[src/rtl/serial_frame_tx.sv]
// Serial frame transmitter: start bit, port, length, len data bits, then one idle-high gap bit.
// Every frame bit advances on a clk edge that has clken=1.
module serial_frame_tx #(
  parameter int unsigned PORT_W = 2,
  parameter int unsigned LEN_W  = 4,
  parameter int unsigned DATA_W = 15
) (
  input  logic              clk,
  input  logic              rst,
  input  logic              clken,
  input  logic              start,
  input  logic [PORT_W-1:0] port,
  input  logic [LEN_W-1:0]  len,
  input  logic [DATA_W-1:0] data,
  output logic              serOut,
  output logic              busy,
  output logic              DONE
);

  localparam logic [LEN_W-1:0] PORT_LAST = LEN_W'(PORT_W - 1);
  localparam logic [LEN_W-1:0] LEN_LAST  = LEN_W'(LEN_W - 1);
  localparam logic [LEN_W-1:0] DATA_TOP  = LEN_W'(DATA_W);

  typedef enum logic [2:0] {
    ST_IDLE,
    ST_PORT,
    ST_LEN,
    ST_DATA,
    ST_GAP
  } state_t;

  state_t            state;
  logic [LEN_W-1:0]  cnt;
  logic [LEN_W-1:0]  len_q;
  logic [PORT_W-1:0] port_sh;
  logic [LEN_W-1:0]  len_sh;
  logic [DATA_W-1:0] data_sh;
  logic [DATA_W-1:0] data_align_c;

  // Left-align the payload so data[len-1] sits at the MSB; unused upper bits fall off.
  assign data_align_c = data << (DATA_TOP - len);

  // Frame sequencer; each field shifts out MSB first from its own register.
  always_ff @(posedge clk or negedge rst) begin
    if (!rst) begin
      state   <= ST_IDLE;
      cnt     <= '0;
      len_q   <= '0;
      port_sh <= '0;
      len_sh  <= '0;
      data_sh <= '0;
      serOut  <= 1'b1;
      busy    <= 1'b0;
      DONE    <= 1'b0;
    end else begin
      DONE <= 1'b0;
      if (clken) begin
        unique case (state)
          ST_IDLE: begin
            if (start) begin
              port_sh <= port;
              len_sh  <= len;
              len_q   <= len;
              data_sh <= data_align_c;
              cnt     <= '0;
              serOut  <= 1'b0;
              busy    <= 1'b1;
              state   <= ST_PORT;
            end else begin
              serOut <= 1'b1;
            end
          end
          ST_PORT: begin
            serOut  <= port_sh[PORT_W-1];
            port_sh <= port_sh << 1;
            if (cnt == PORT_LAST) begin
              cnt   <= '0;
              state <= ST_LEN;
            end else begin
              cnt <= cnt + LEN_W'(1);
            end
          end
          ST_LEN: begin
            serOut <= len_sh[LEN_W-1];
            len_sh <= len_sh << 1;
            if (cnt == LEN_LAST) begin
              cnt   <= '0;
              state <= (len_q != '0) ? ST_DATA : ST_GAP;
            end else begin
              cnt <= cnt + LEN_W'(1);
            end
          end
          ST_DATA: begin
            serOut  <= data_sh[DATA_W-1];
            data_sh <= data_sh << 1;
            if (cnt == len_q - LEN_W'(1)) begin
              cnt   <= '0;
              state <= ST_GAP;
            end else begin
              cnt <= cnt + LEN_W'(1);
            end
          end
          ST_GAP: begin
            // First edge drives the gap bit, second edge closes the frame.
            if (cnt == '0) begin
              serOut <= 1'b1;
              cnt    <= LEN_W'(1);
            end else begin
              cnt   <= '0;
              busy  <= 1'b0;
              DONE  <= 1'b1;
              state <= ST_IDLE;
            end
          end
          default: begin
            cnt    <= '0;
            serOut <= 1'b1;
            busy   <= 1'b0;
            state  <= ST_IDLE;
          end
        endcase
      end
    end
  end

endmodule

[config.mk]
export PLATFORM = sky130hd
export DESIGN_NAME = serial_frame_tx
export DESIGN_NICKNAME = d
export VERILOG_FILES = /design/src/rtl/serial_frame_tx.sv
export SDC_FILE = /design/constraint.sdc
export NUM_CORES = 1
export LEC_CHECK = 0
export ABC_AREA = 1
export CAP_MARGIN = 20
export CORE_ASPECT_RATIO = 0.8
export CORE_MARGIN = 2
export CORE_UTILIZATION = 55
export CTS_CLUSTER_SIZE = 28
export DETAILED_ROUTE_END_ITERATION = 7
export PLACE_DENSITY = 0.88
export SYNTH_ARGS = -nofsm -noshare
export SYNTH_HDL_FRONTEND = slang
export SYNTH_SLANG_ARGS = --single-unit
[constraint.sdc]
create_clock -name clk -period 1.8 [get_ports clk]
set_input_delay 0.27 -clock clk [delete_from_list [all_inputs] [get_ports clk]]
set_output_delay 0.27 -clock clk [all_outputs]
set_load 0.02 [all_outputs]
==> run_results.csv <==
group,metric,value,unit
global_routing,grt_max_degree,29,
worst_setup_path,end_kind,"primary output",
placement,io_buffers,27,
clock_network,numCtsBuffers,5,
sta,tightest_slew,0.4237,ns
logic_synthesis,ys_seq_area_share,34.75,%
global_routing,grt_usage,25.20,%
logic_synthesis,ys_types,34,
worst_setup_path,arrival,1.41,ns
layout,stdcell_area,3054,um2
logic_synthesis,synthTopCellsByArea,"dfrtp_1, nand2_1, nand3_1, inv_1, o21ai_0",
floorplanning,core,4487,um2
worst_setup_path,r2r_end,"data_sh[12]",
route,ant_nets,0,
sta,skew,0.003225,ns
logic_synthesis,synth.cell_area,2524,um2
placement,dp.cells,466,
logic_synthesis,syn-num-nets,412,
route,via_per_inst,5.485,
clock_network,clk_latency,0.29,ns
logic_synthesis,muxShareOfSynthArea,0,%
clock_network,cts_sinks,35,
global_routing,grt_overflow_total,0,
worst_setup_path,timing.reg2reg.setup_slack,0.16,ns
route,drtIter0Drc,257,
clock_network,clk_pin_slew,0.07,ns
logic_synthesis,netlist.top_cell.by_area,"dfrtp_1",
layout,final_cells,474,
run_status,status,"finished, final reports clean",
sta,period_share,93.59,%
route,firstDrtPassIters,5,
clock_network,cts-root-buf,"clkbuf_8",
pwr,peakVddDrop,0.7762,mV
worst_setup_path,worst-setup-path-type,"register to primary output",
sta,layout_setup_ws,0.1155,ns
clock_network,clockBufferDepth,2,
logic_synthesis,synth-seq-cells,35,
logic_synthesis,synthCells,382,
worst_setup_path,crit_required,1.53,ns
layout,layout-drive-gt1-share,10.87,%
global_routing,grt_pass1_vias,2408,
placement,place_congestion,0.9258,
worst_setup_path,critPathTopFamily,"buffers and inverters",
logic_synthesis,synth_compound_area_share,14.58,%
logic_synthesis,synth_xor_area_share,0.6941,%
sta,setup_viol,0,
route,num_vias,2600,
clock_network,postCtsHoldBufs,0,
floorplanning,fp.dieW,79.74,um
floorplanning,io_pins,28,
logic_synthesis,synthAdderAreaFrac,2.479,%
worst_setup_path,crit_path_cell_trace,"clkdlybuf4s50_1",
sta,final.min_clock_period,1.685,ns
placement,dp_hpwl,4.599,mm
sta,timing.fmax,0.5936,GHz
min_path,hp-class,"primary input to async pin",
layout,diodes,0,
pwr,p_per_area,1343,nW/um2
sta,relSlewSlack,71.46,%
layout,post-route-util,68.07,%
worst_setup_path,r2r_cells,8,
global_routing,grt_antenna_before_repair,0,
logic_synthesis,synth_top_family_by_area,"simple AND/OR/NAND/NOR gates",
layout,fillers,372,
route,wl_per_cell,12.55,um
sta,fin_hold_ws,0.2772,ns
sta,tns,0,ns
layout,area_growth,21.02,%
logic_synthesis,synth_top_area_share,33.71,%
job,drv_cap,0,
floorplanning,die_h,64.59,um
sta,hold_viol,0,
floorplanning,rows,22,
floorplanning,initial_core_util,56.25,%
placement,place_ws,-0.03285,ns
worst_setup_path,crit_slowest_cell,"clkdlybuf4s50_1",
worst_setup_path,start_kind,"register",
placement,place_area,2930,um2
worst_setup_path,path_max_fanout,2,
floorplanning,die_area,5150,um2
clock_network,cts_tree,"done",
worst_setup_path,r2r-start,"state[0]",
sta,rsz0062_at_grt,"no",
logic_synthesis,avgSynthCellArea,6.606,um2
route,routed_wl,5.948,mm
worst_setup_path,critPathBufInv,1,
logic_synthesis,synth_warnings,0,
route,drc,0,
worst_setup_path,max_stage_delay,0.59,ns
pwr,finalPower,4.100,mW
logic_synthesis,synthSimpleGateAreaFrac,38.37,%
global_routing,grt_pass1_wl,10.34,mm
layout,layout.nets,443,
pwr,p_leak,1.500,nW
clock_network,htreeDepth,2,
sta,drv_slew,0,
clock_network,cts_setup_buffers,0,
## layout by cell type, fill, tap and decap left out, drive strengths merged, types with 3 or more instances in the layout
master,n
nand4,5
clkbuf,6
nand3,46
ha,5
a31oi,3
clkdlybuf4s50,27
a21oi,23
o211ai,6
o21ai,27
nor2,31
dfrtp,34
buf,10
nand2,139
inv,41
## cell usage after synthesis (all sizes together)
master and n:
nand2 139, ha 5, o21ai 27, a31oi 3, o22ai 1, buf 9, nor2 31, dfstp 1
a21oi 23, dfrtp 34, clkbuf 4, xor2 2, inv 40, or2 1, nand3 46, nand4 5
a22oi 2, clkinv 1, nor3 2, o211ai 6
## worst max path at each step
stage | start | end | slack, ns | cells after the start
4_1_cts | serOut | serOut | 0.11 | 1
5_1_grt | len_q[0] | cnt[0] | 0.01 | 12
2_1_floorplan | len_q[0] | cnt[0] | 0.29 | 12
6_report | serOut | serOut | 0.12 | 1
3_5_place_dp | len[0] | data_sh[11] | -0.03 | 8
3_3_place_gp | len[0] | data_sh[14] | -0.006 | 10
## cell families after synthesis
family | after synthesis
and+or+nand+nor | 224
AOI/OAI and AO/OA | 62
buffers and inverters | 54
DFF | 35
adders and majority gates | 5
xor gates and xnor gates | 2
## sequential cells by signal (all words and copies together), names as in the netlist
| register | cells |
|---|---|
| DONE | 1 |
| data_sh | 15 |
| state | 3 |
| port_sh | 2 |
| cnt | 4 |
| len_sh | 4 |
| serOut | 1 |
| busy | 1 |
| len_q | 4 |
## what timing repair did
item | 4_1_cts | 5_1_grt
endpoints found under the setup margin | 0 | 5
resized for setup | 0 | 1
hold endpoints to repair | 0 | 0
## where the power goes
part	internal (mW)	leakage [nW]	switching (mW)
registers	1.13	0.429	0.252
logic	0.737	1.01	1.22
clock network	0.455	0.0618	0.301
## worst reg2reg max path, stage by stage, from the launching register on
cell and delay [ns]:
dfrtp_1 0.47, nor2_2 0.30, nand4_4 0.13, nand2_2 0.13, inv_2 0.14, a21oi_1 0.17
nand3_1 0.10, nand2_1 0.06, inv_1 0.04
## final cells by class
type                       instances  area, um2  area share (%)
multi-input combinational        293       1419           46.46
sequential                        35      877.1           28.72
timing repair buffer              37      407.9           13.36
inverter                          41      153.9           5.039
clock buffer                       6      82.58           2.704
tap                               60      75.07           2.458
clock inverter                     2      38.79           1.270
## per-layer routing
layer | track usage [%] | part of all wire [%]
met1 | 36.57 | 48
met2 | 38.03 | 43
met3 | 4.039 | 7.3
met4 | 9.322 | 1.4
met5 | 0 | 0
Power figures use the tool's default switching activity.
